<file path="src/rtl/direction_input_arbiter.sv">
// direction_input_arbiter
// Picks one of NUM_SRC decoded game controllers by Choice and turns its raw
// button vector into a clean held level plus press / auto-repeat pulses.
// A source change blanks the outputs for SWITCH_BLANK cycles. A source that
// stops reporting keeps its last value until STALE_CYCLES pass, then drops to
// zero. Opposite directions pressed together cancel each other.
// All outputs are registered.

module direction_input_arbiter #(
  parameter int unsigned NUM_SRC      = 3,
  parameter int unsigned SEL_W        = 2,
  parameter int unsigned BTN_W        = 4,
  parameter int unsigned SWITCH_BLANK = 16,
  parameter int unsigned STALE_CYCLES = 1000000,
  parameter int unsigned REPEAT_DELAY = 12500000,
  parameter int unsigned REPEAT_RATE  = 2500000
) (
  input  logic                     Clock,
  input  logic                     Reset,
  input  logic [SEL_W-1:0]         Choice,
  input  logic [NUM_SRC*BTN_W-1:0] Src_Buttons,
  input  logic [NUM_SRC-1:0]       Src_Readable,
  output logic [BTN_W-1:0]         Buttons,
  output logic [BTN_W-1:0]         Pressed,
  output logic [SEL_W-1:0]         Active_Src,
  output logic                     Stale
);

  // Counter widths sized so each counter can hold its terminal value.
  localparam int unsigned BLANK_W  = $clog2(SWITCH_BLANK + 1);
  localparam int unsigned STALE_W  = $clog2(STALE_CYCLES + 1);
  localparam int unsigned RPT_W    = $clog2(REPEAT_DELAY + 1);
  // Every Choice code gets a slot; unused slots read as idle, never selected.
  localparam int unsigned NUM_SLOT = 1 << SEL_W;

  localparam logic [BLANK_W-1:0] BLANK_RELOAD = BLANK_W'(SWITCH_BLANK);
  localparam logic [BLANK_W-1:0] BLANK_ONE    = BLANK_W'(1);
  localparam logic [STALE_W-1:0] STALE_LIMIT  = STALE_W'(STALE_CYCLES);
  localparam logic [STALE_W-1:0] STALE_ONE    = STALE_W'(1);
  localparam logic [RPT_W:0]     RPT_HIT      = (RPT_W + 1)'(REPEAT_DELAY);
  localparam logic [RPT_W-1:0]   RPT_RELOAD   = RPT_W'(REPEAT_DELAY - REPEAT_RATE);
  localparam logic [RPT_W-1:0]   RPT_MAX      = {RPT_W{1'b1}};
  localparam logic [RPT_W:0]     RPT_ONE      = (RPT_W + 1)'(1);
  localparam logic               RPT_EN       = (REPEAT_RATE != 0);
  localparam logic [SEL_W:0]     SRC_COUNT    = (SEL_W + 1)'(NUM_SRC);
  localparam logic [SEL_W-1:0]   SRC_LAST     = SEL_W'(NUM_SRC - 1);

  typedef enum logic [1:0] {
    ST_BLANK = 2'd0,
    ST_RUN   = 2'd1,
    ST_STALE = 2'd2
  } state_t;

  // Opposite directions cancel: Up+Down and Left+Right both read as released.
  // Bits above Right pass through unchanged.
  function automatic logic [BTN_W-1:0] dir_filter(input logic [BTN_W-1:0] v);
    logic [BTN_W-1:0] r;
    r    = v;
    r[0] = v[0] & ~v[1];
    r[1] = v[1] & ~v[0];
    r[2] = v[2] & ~v[3];
    r[3] = v[3] & ~v[2];
    return r;
  endfunction

  state_t             state_q,     state_d;
  logic [SEL_W-1:0]   sel_q,       sel_d;
  logic [BLANK_W-1:0] blank_q,     blank_d;
  logic [STALE_W-1:0] stale_cnt_q, stale_cnt_d;
  logic [BTN_W-1:0]   buttons_q,   buttons_d;
  logic [BTN_W-1:0]   pressed_q,   pressed_d;
  logic               stale_q,     stale_d;
  logic [RPT_W-1:0]   rpt_q [BTN_W];
  logic [RPT_W-1:0]   rpt_d [BTN_W];

  logic [BTN_W-1:0]    slot_btn_s [NUM_SLOT];
  logic [NUM_SLOT-1:0] slot_rd_s;
  logic [SEL_W-1:0]    sel_req_s;
  logic [BTN_W-1:0]    src_btn_s;
  logic                src_rd_s;
  logic                switch_s;

  // Spread the flat source bus into one slot per Choice code.
  for (genvar k = 0; k < NUM_SLOT; k++) begin : g_slot
    if (k < NUM_SRC) begin : g_src
      assign slot_btn_s[k] = Src_Buttons[k*BTN_W +: BTN_W];
      assign slot_rd_s[k]  = Src_Readable[k];
    end else begin : g_pad
      assign slot_btn_s[k] = {BTN_W{1'b0}};
      assign slot_rd_s[k]  = 1'b0;
    end
  end

  // Out-of-range Choice codes fall back to the highest real source; the
  // extra top bit keeps the compare correct when NUM_SRC == 2**SEL_W.
  assign sel_req_s = ({1'b0, Choice} >= SRC_COUNT) ? SRC_LAST : Choice;
  assign src_btn_s = dir_filter(slot_btn_s[sel_q]);
  assign src_rd_s  = slot_rd_s[sel_q];
  assign switch_s  = (sel_req_s != sel_q);

  // Source-selection FSM: blanking after a switch, tracking, stale timeout.
  always_comb begin
    state_d     = state_q;
    sel_d       = sel_q;
    blank_d     = blank_q;
    stale_cnt_d = stale_cnt_q;
    buttons_d   = buttons_q;
    stale_d     = stale_q;
    case (state_q)
      ST_BLANK: begin
        buttons_d = {BTN_W{1'b0}};
        stale_d   = 1'b0;
        if (switch_s) begin
          sel_d   = sel_req_s;
          blank_d = BLANK_RELOAD;
        end else if (blank_q <= BLANK_ONE) begin
          blank_d     = {BLANK_W{1'b0}};
          state_d     = ST_RUN;
          stale_cnt_d = {STALE_W{1'b0}};
        end else begin
          blank_d = blank_q - BLANK_ONE;
        end
      end
      ST_RUN: begin
        if (switch_s) begin
          state_d   = ST_BLANK;
          sel_d     = sel_req_s;
          blank_d   = BLANK_RELOAD;
          buttons_d = {BTN_W{1'b0}};
          stale_d   = 1'b0;
        end else if (src_rd_s) begin
          buttons_d   = src_btn_s;
          stale_cnt_d = {STALE_W{1'b0}};
        end else if ((stale_cnt_q + STALE_ONE) >= STALE_LIMIT) begin
          state_d     = ST_STALE;
          stale_cnt_d = STALE_LIMIT;
          buttons_d   = {BTN_W{1'b0}};
          stale_d     = 1'b1;
        end else begin
          stale_cnt_d = stale_cnt_q + STALE_ONE;
        end
      end
      ST_STALE: begin
        buttons_d = {BTN_W{1'b0}};
        stale_d   = 1'b1;
        if (switch_s) begin
          state_d = ST_BLANK;
          sel_d   = sel_req_s;
          blank_d = BLANK_RELOAD;
          stale_d = 1'b0;
        end else if (src_rd_s) begin
          state_d     = ST_RUN;
          buttons_d   = src_btn_s;
          stale_cnt_d = {STALE_W{1'b0}};
          stale_d     = 1'b0;
        end else begin
          stale_cnt_d = stale_cnt_q;
        end
      end
      default: begin
        state_d   = ST_BLANK;
        blank_d   = BLANK_RELOAD;
        buttons_d = {BTN_W{1'b0}};
        stale_d   = 1'b0;
      end
    endcase
  end

  // Per-button press and auto-repeat pulses, derived from the next held level
  // so a pulse lines up with the cycle its button first shows as pressed.
  always_comb begin
    rpt_d     = rpt_q;
    pressed_d = {BTN_W{1'b0}};
    for (int i = 0; i < BTN_W; i++) begin
      if (!buttons_d[i]) begin
        rpt_d[i] = {RPT_W{1'b0}};
      end else if (!buttons_q[i]) begin
        pressed_d[i] = 1'b1;
        rpt_d[i]     = {RPT_W{1'b0}};
      end else if (RPT_EN && (({1'b0, rpt_q[i]} + RPT_ONE) == RPT_HIT)) begin
        pressed_d[i] = 1'b1;
        rpt_d[i]     = RPT_RELOAD;
      end else if (rpt_q[i] != RPT_MAX) begin
        rpt_d[i] = rpt_q[i] + RPT_ONE[RPT_W-1:0];
      end else begin
        rpt_d[i] = rpt_q[i];
      end
    end
  end

  // State and output registers with synchronous reset.
  always_ff @(posedge Clock) begin
    if (Reset) begin
      state_q     <= ST_BLANK;
      sel_q       <= {SEL_W{1'b0}};
      blank_q     <= BLANK_RELOAD;
      stale_cnt_q <= {STALE_W{1'b0}};
      buttons_q   <= {BTN_W{1'b0}};
      pressed_q   <= {BTN_W{1'b0}};
      stale_q     <= 1'b0;
      for (int i = 0; i < BTN_W; i++) begin
        rpt_q[i] <= {RPT_W{1'b0}};
      end
    end else begin
      state_q     <= state_d;
      sel_q       <= sel_d;
      blank_q     <= blank_d;
      stale_cnt_q <= stale_cnt_d;
      buttons_q   <= buttons_d;
      pressed_q   <= pressed_d;
      stale_q     <= stale_d;
      for (int i = 0; i < BTN_W; i++) begin
        rpt_q[i] <= rpt_d[i];
      end
    end
  end

  assign Buttons    = buttons_q;
  assign Pressed    = pressed_q;
  assign Active_Src = sel_q;
  assign Stale      = stale_q;

endmodule

</file>
<file path="config.mk">
export PLATFORM = sky130hd
export DESIGN_NAME = direction_input_arbiter
export DESIGN_NICKNAME = d
export VERILOG_FILES = /design/src/rtl/direction_input_arbiter.sv
export SDC_FILE = /design/constraint.sdc
export NUM_CORES = 1
export LEC_CHECK = 0
export ABC_CLOCK_PERIOD_IN_PS = 3300
export CELL_PAD_IN_SITES_DETAIL_PLACEMENT = 1
export CELL_PAD_IN_SITES_GLOBAL_PLACEMENT = 2
export CORE_MARGIN = 5
export CORE_UTILIZATION = 37
export CTS_CLUSTER_DIAMETER = 100
export DETAILED_ROUTE_END_ITERATION = 16
export GPL_TIMING_DRIVEN = 0
export PLACE_DENSITY = 0.77
export SETUP_SLACK_MARGIN = 0.4
export SLEW_MARGIN = 30
export SYNTH_ARGS = -nofsm -noshare
export SYNTH_HDL_FRONTEND = slang
export SYNTH_SLANG_ARGS = --single-unit
export TNS_END_PERCENT = 5
</file>
<file path="constraint.sdc">
create_clock -name Clock -period 3.3 [get_ports Clock]
set_input_delay 0.33 -clock Clock [delete_from_list [all_inputs] [get_ports Clock]]
set_output_delay 0.33 -clock Clock [all_outputs]
set_load 0.005 [all_outputs]
</file>
## Word-level counts from Yosys, hierarchy flattened

Index checks and enable logic that the tools add are counted.

| word-level totals | value |
|---|---|
| output and inout bits | 11 |
| input port bits | 19 |
| flip-flop bits (word level) | 134 |
| logic and storage cells | 148 |

| cells by class | value |
|---|---|
| reduce and logical (&&, ||, !) cells | 24 |
| eq/ne operators | 20 |
| add/subtract/negate cells | 10 |
| mux-type cells | 54 |
| $lt $le $gt $ge | 5 |
| bitwise gates (word level) | 17 |

Operators by type and width:

| cell | number |
|---|---|
| $mux 24 | 8 |
| $mux 20 | 7 |
| $add 24x1->25 const B | 4 |
| $eq 25x24->1 const B | 4 |
| $add 24x1->24 const B | 4 |
| $ne 24x24->1 const B | 4 |
| $pmux 20 s3 | 1 |
| $mux 4 | 7 |
| $add 20x1->20 const B | 1 |
| $ge 20x20->1 const B | 1 |
| $mux 2 | 8 |
| $reduce_or 4->1 | 4 |
| $mux 5 | 3 |
| $reduce_or 3->1 | 5 |
| $mux 1 | 14 |
| $not 1->1 | 12 |
| $ne 2x2->1 const B | 5 |
| $pmux 5 s2 | 1 |
| $reduce_or 2->1 | 5 |
| $ne 3x3->1 const B | 3 |
| $bmux 4 s2 | 1 |
| $pmux 4 s2 | 1 |
| $reduce_bool 2->1 | 4 |
| $pmux 2 s3 | 1 |
| other kinds (18) | 22 |

## Logic depth before layout (Yosys ltp)

Gate-level depths: netlist of the first run.

| depth | value |
|---|---|
| depth in word-level cells | 11 |
| depth in mapped cells | 13 |
| gate-level depth less buffers | 10 |

## Worst setup path before layout of the first run

OpenSTA, ideal clock, no wires.

| path | value |
|---|---|
| path kind | register -> register |
| start point | reg stale_cnt_q[0] |
| end point | reg state_q[1] |
| period minus slack after synthesis | 2892 ps |
| path slack | 408 ps |
| data required time | 3179 ps |
| library setup time | 121 ps |
| buffers on the path | 1 |
| arrival time | 2772 ps |
| cell stages (with the launch flop) | 12 |
| cells stage by stage | dfxtp_1 ha_1 nand3_1 or3_1 clkbuf_1 o21a_1 a211o_1 a21o_1 o21ai_4 a21oi_1 nor2_1 mux2_2 |

| on the way | value |
|---|---|
| longest elaborated chain between the ends | 4 |

Ends and longest elaborated chain:

| what | RTL line | RTL |
|---|---|---|
| start: declaration | 69 | `logic [STALE_W-1:0] stale_cnt_q, stale_cnt_d;` |
| start signal: assignment | 197 | `stale_cnt_q <= {STALE_W{1'b0}};` |
| start signal: assignment | 208 | `stale_cnt_q <= stale_cnt_d;` |
| $add 20x1->20 | 134 | `end else if ((stale_cnt_q + STALE_ONE) >= STALE_LIMIT) begin` |
| $ge 20x20->1 | 134 |  |
| $ne 3x3->1 (no line) | -- |  |
| $reduce_and 5->1 (no line) | -- |  |
| end signal: assignment | 205 | `state_q <= state_d;` |
| end: declaration | 66 | `state_t state_q, state_d;` |

Every way passes these cells.
A chain may end at the register's enable or synchronous reset.

## Worst setup path in the final report of the first run

| path | value |
|---|---|
| start point | reg stale_cnt_q[0] |
| end point | reg stale_cnt_q[13] |

| on the way | value |
|---|---|
| longest elaborated chain between the ends | 6 |

Ends and longest elaborated chain:

| what | RTL line | RTL |
|---|---|---|
| $add 20x1->20 * | 134, 140 |  |
| $ge 20x20->1 | 134 |  |
| $mux 20 * | 134 |  |
| $mux 20 * | 131 | `end else if (src_rd_s) begin` |
| $mux 20 * | 125 | `if (switch_s) begin` |
| $pmux 20 s3 * | 109 | `case (state_q)` |

Mark *: on every way between the ends. The rest lies on a longest branch, timed or not. The select of a mux whose other input is x is not followed.

==> results of run 1 <==
==> power breakdown <==
part           switching, mW  internal [mW]
clock                  0.778           1.21
combinational          0.133         0.0934
sequential            0.0185           1.63
total                  0.929           2.93
==> Yosys cell counts (all sizes together) (4+ instances only) <==
library cell | n | share of area
nand3 | 59 | 0.038
dfxtp | 134 | 0.34
and4 | 8 | 0.0089
a211oi | 8 | 0.0076
nor4 | 11 | 0.010
a32oi | 4 | 0.0045
a21boi | 5 | 0.0048
and3 | 22 | 0.017
clkbuf | 34 | 0.016
buf | 17 | 0.013
nor3 | 43 | 0.028
o21ai | 47 | 0.034
nor3b | 8 | 0.0089
nand2 | 82 | 0.039
a31o | 5 | 0.0056
nor2b | 4 | 0.0032
nand4b | 8 | 0.0089
mux2i | 17 | 0.022
or4 | 6 | 0.0057
o211ai | 6 | 0.0099
a32o | 5 | 0.0064
a21oi | 106 | 0.067
a211o | 6 | 0.0067
nand3b | 4 | 0.0038
nand2b | 10 | 0.0080
a21o | 7 | 0.0067
o31ai | 7 | 0.0067
ha | 11 | 0.017
or3 | 7 | 0.0056
nor2 | 93 | 0.046
xnor2 | 46 | 0.051
xor2 | 33 | 0.037
inv | 25 | 0.012
nor4b | 5 | 0.0056
and2 | 7 | 0.0056
a31oi | 8 | 0.0064
nand4 | 41 | 0.036
a311oi | 5 | 0.0056
==> routing by layer <==
layer / part of all wire / track usage / wire (um)
met2: 0.46 / 0.3088 / 11020
met1: 0.51 / 0.2824 / 12190
met5: 0 / 0 / 0
met4: 0.010 / 0.04419 / 249
met3: 0.023 / 0.03190 / 556
==> sequential cells by signal, summed over array words and instances (netlist names) <==
name         flops
state_q          2
Pressed          4
Buttons          4
Active_Src       2
rpt_q           96
stale_cnt_q     20
Stale            1
blank_q          5
==> layout make-up <==
cell class / count / area (um2)
clock inverters: 12 / 153.9
plain buffers: 51 / 282.8
flip-flops and latches: 134 / 2711
multi-input cells: 782 / 5254
well taps: 275 / 344.1
inverters: 25 / 93.84
clock buffers: 19 / 442.9
fillers: 2532 / 11080
repair buffers: 66 / 594.3
==> what timing repair did <==
action	4_1_cts	5_1_grt
pin swaps	16	15
cloned	2	2
resized for setup	84	57
buffers inserted	26	8
endpoints found under the setup margin	127	109
hold buffers	0	0
==> worst paths after layout <==
path | to | slack (ns) | cells past startpoint
setup / recovery | stale_cnt_q[13] | 0.36 | 13
hold / removal | rpt_q[23] | 0.51 | 1
setup reg to reg | stale_cnt_q[13] | 0.36 | 13
hold reg to reg | rpt_q[23] | 0.51 | 1
==> stage by stage <==
step	setup WS [ns]	hold WS [ns]	area (um2)	setup TNS, ns	cells
2_1_floorplan	0.4078	0.4599	7866	0	991
3_3_place_gp	-1.486	0.4877	8491	-132.76	1294
3_5_place_dp	-0.8288	0.4922	8508	-23.59	1295
4_1_cts	0.3773	0.4593	9625	0	1354
5_1_grt	0.2376	0.5453	9877	0	1364
6_report	0.3583	0.5110	9877	0	1364
==> worst max-delay path, cell delays in order (launching register included) <==
cell      delay [ns]
dfxtp_4         0.37
ha_4            0.15
nand3_2         0.07
or3_1           0.36
buf_6           0.14
o21a_1          0.18
a211o_1         0.32
o211ai_2        0.24
o21ai_4         0.10
buf_12          0.16
buf_6           0.13
nor3_4          0.31
and3_4          0.25
a211o_1         0.08
==> kinds of logic after synthesis <==
family / after synthesis / synth area share
xor gates and xnor gates: 79 / 0.08796
and+or+nand+nor: 426 / 0.2874
adders and majority gates: 11 / 0.01750
buffers and inverters: 76 / 0.04072
AOI/OAI and AO/OA: 246 / 0.2009
muxes: 19 / 0.02449
DFF: 134 / 0.3410
==> metrics, run 1 <==
status finished clean; Total Power 3.856 mW; final WL 24,020 um; Max IR drop VDD 303.9 uV; P_leak 3.215 nW; level count of the clock H-tree 4; antenna cells 0; Cell Pwr Density roughly 400 nW/um2; DRT Pass-1 Iters 5; DR vias 7,689; commonest cells after routing, fill and taps aside 119 x dfxtp_1, 101 x a21oi_1, 87 x nor2_1; Routed WL per cell ~18 um; largest net degree at the start of global routing 17; core area 20,960 um2; RePlAce Congestion 0.7956; TritonCTS clock tree done; clk sink count between 100 and 150; port bufs 28; Yosys warnings 0; DRC errors left 0; Overall Global Routing Usage 0.1960; Final setup viols 0; Critical Path AT between 3 and 4 ns; final worst path period share 0.8914; RSZ-0062 raised after global routing yes; total gr overflow 0; Max Fclk roughly 340 MHz; vias in the first global route 7,552; hold path startpoint rpt_q[23]; Reg2Reg Launch Point stale_cnt_q[0]; Die Y 155.8 um; first-pass GRT wire length 39,250 um; die area roughly 24,000 um2; Layout area overhead 25.56%; Antenna Nets Post-Route 0; Worst-Skew Late Latency 0.43 ns; crit path kind flop to flop; critical path startpoint category flop; initial antenna violation count 0; CTS max path bufs 2; num rows 53; CP max FO 8; initial core utilization 0.3754; Num CTS Buffers 17; Netlist cell types 75; Worst-Margin Slew 0.6932 ns; post-layout min period 2.942 ns; fin util 0.4713; register bit count reported by yosys 134; fraction of layout cells with a size suffix above 1 0.1726; Mapped Nets 1,021; Root Driver clkbuf_16; Async SR Flop Fraction 0; clk slew on worst S/H paths approximately 0.07 ns; Mapped Cells 991; Syn Area/Cell 7.938 um2; clk_skew around 0.017 ns; critical path required time around 3.7 ns; Worst Hold Class flop to flop; DR iter-0 viols 345; most common cell after layout, fill and taps aside dfxtp_1; fin nets 1,107; IO Count 30; detailed placer's ending HPWL around 16,000 um; Slew Limit Fails 0; vias per std cell 5.637; number of max-cap violations 0; Post-synth EDFFs 0; Die Wd 155.8 um; count of final hold-check violations 0; Max-Slew Margin vs Limit 0.5314; Mapped Area 7866 um2; Critical Path Start stale_cnt_q[0]; Crit. End Element flop; sequential area share after synthesis 0.3410; Post-synth top flop dfxtp_1
No activity file was read; power rests on OpenSTA's default activity.
==> run 2: changes to the inputs <==
Settings changed: ABC_AREA from default to 0.
==> results of run 2 <==
The final DEF is identical to that of run 1; final timing and power are the same.
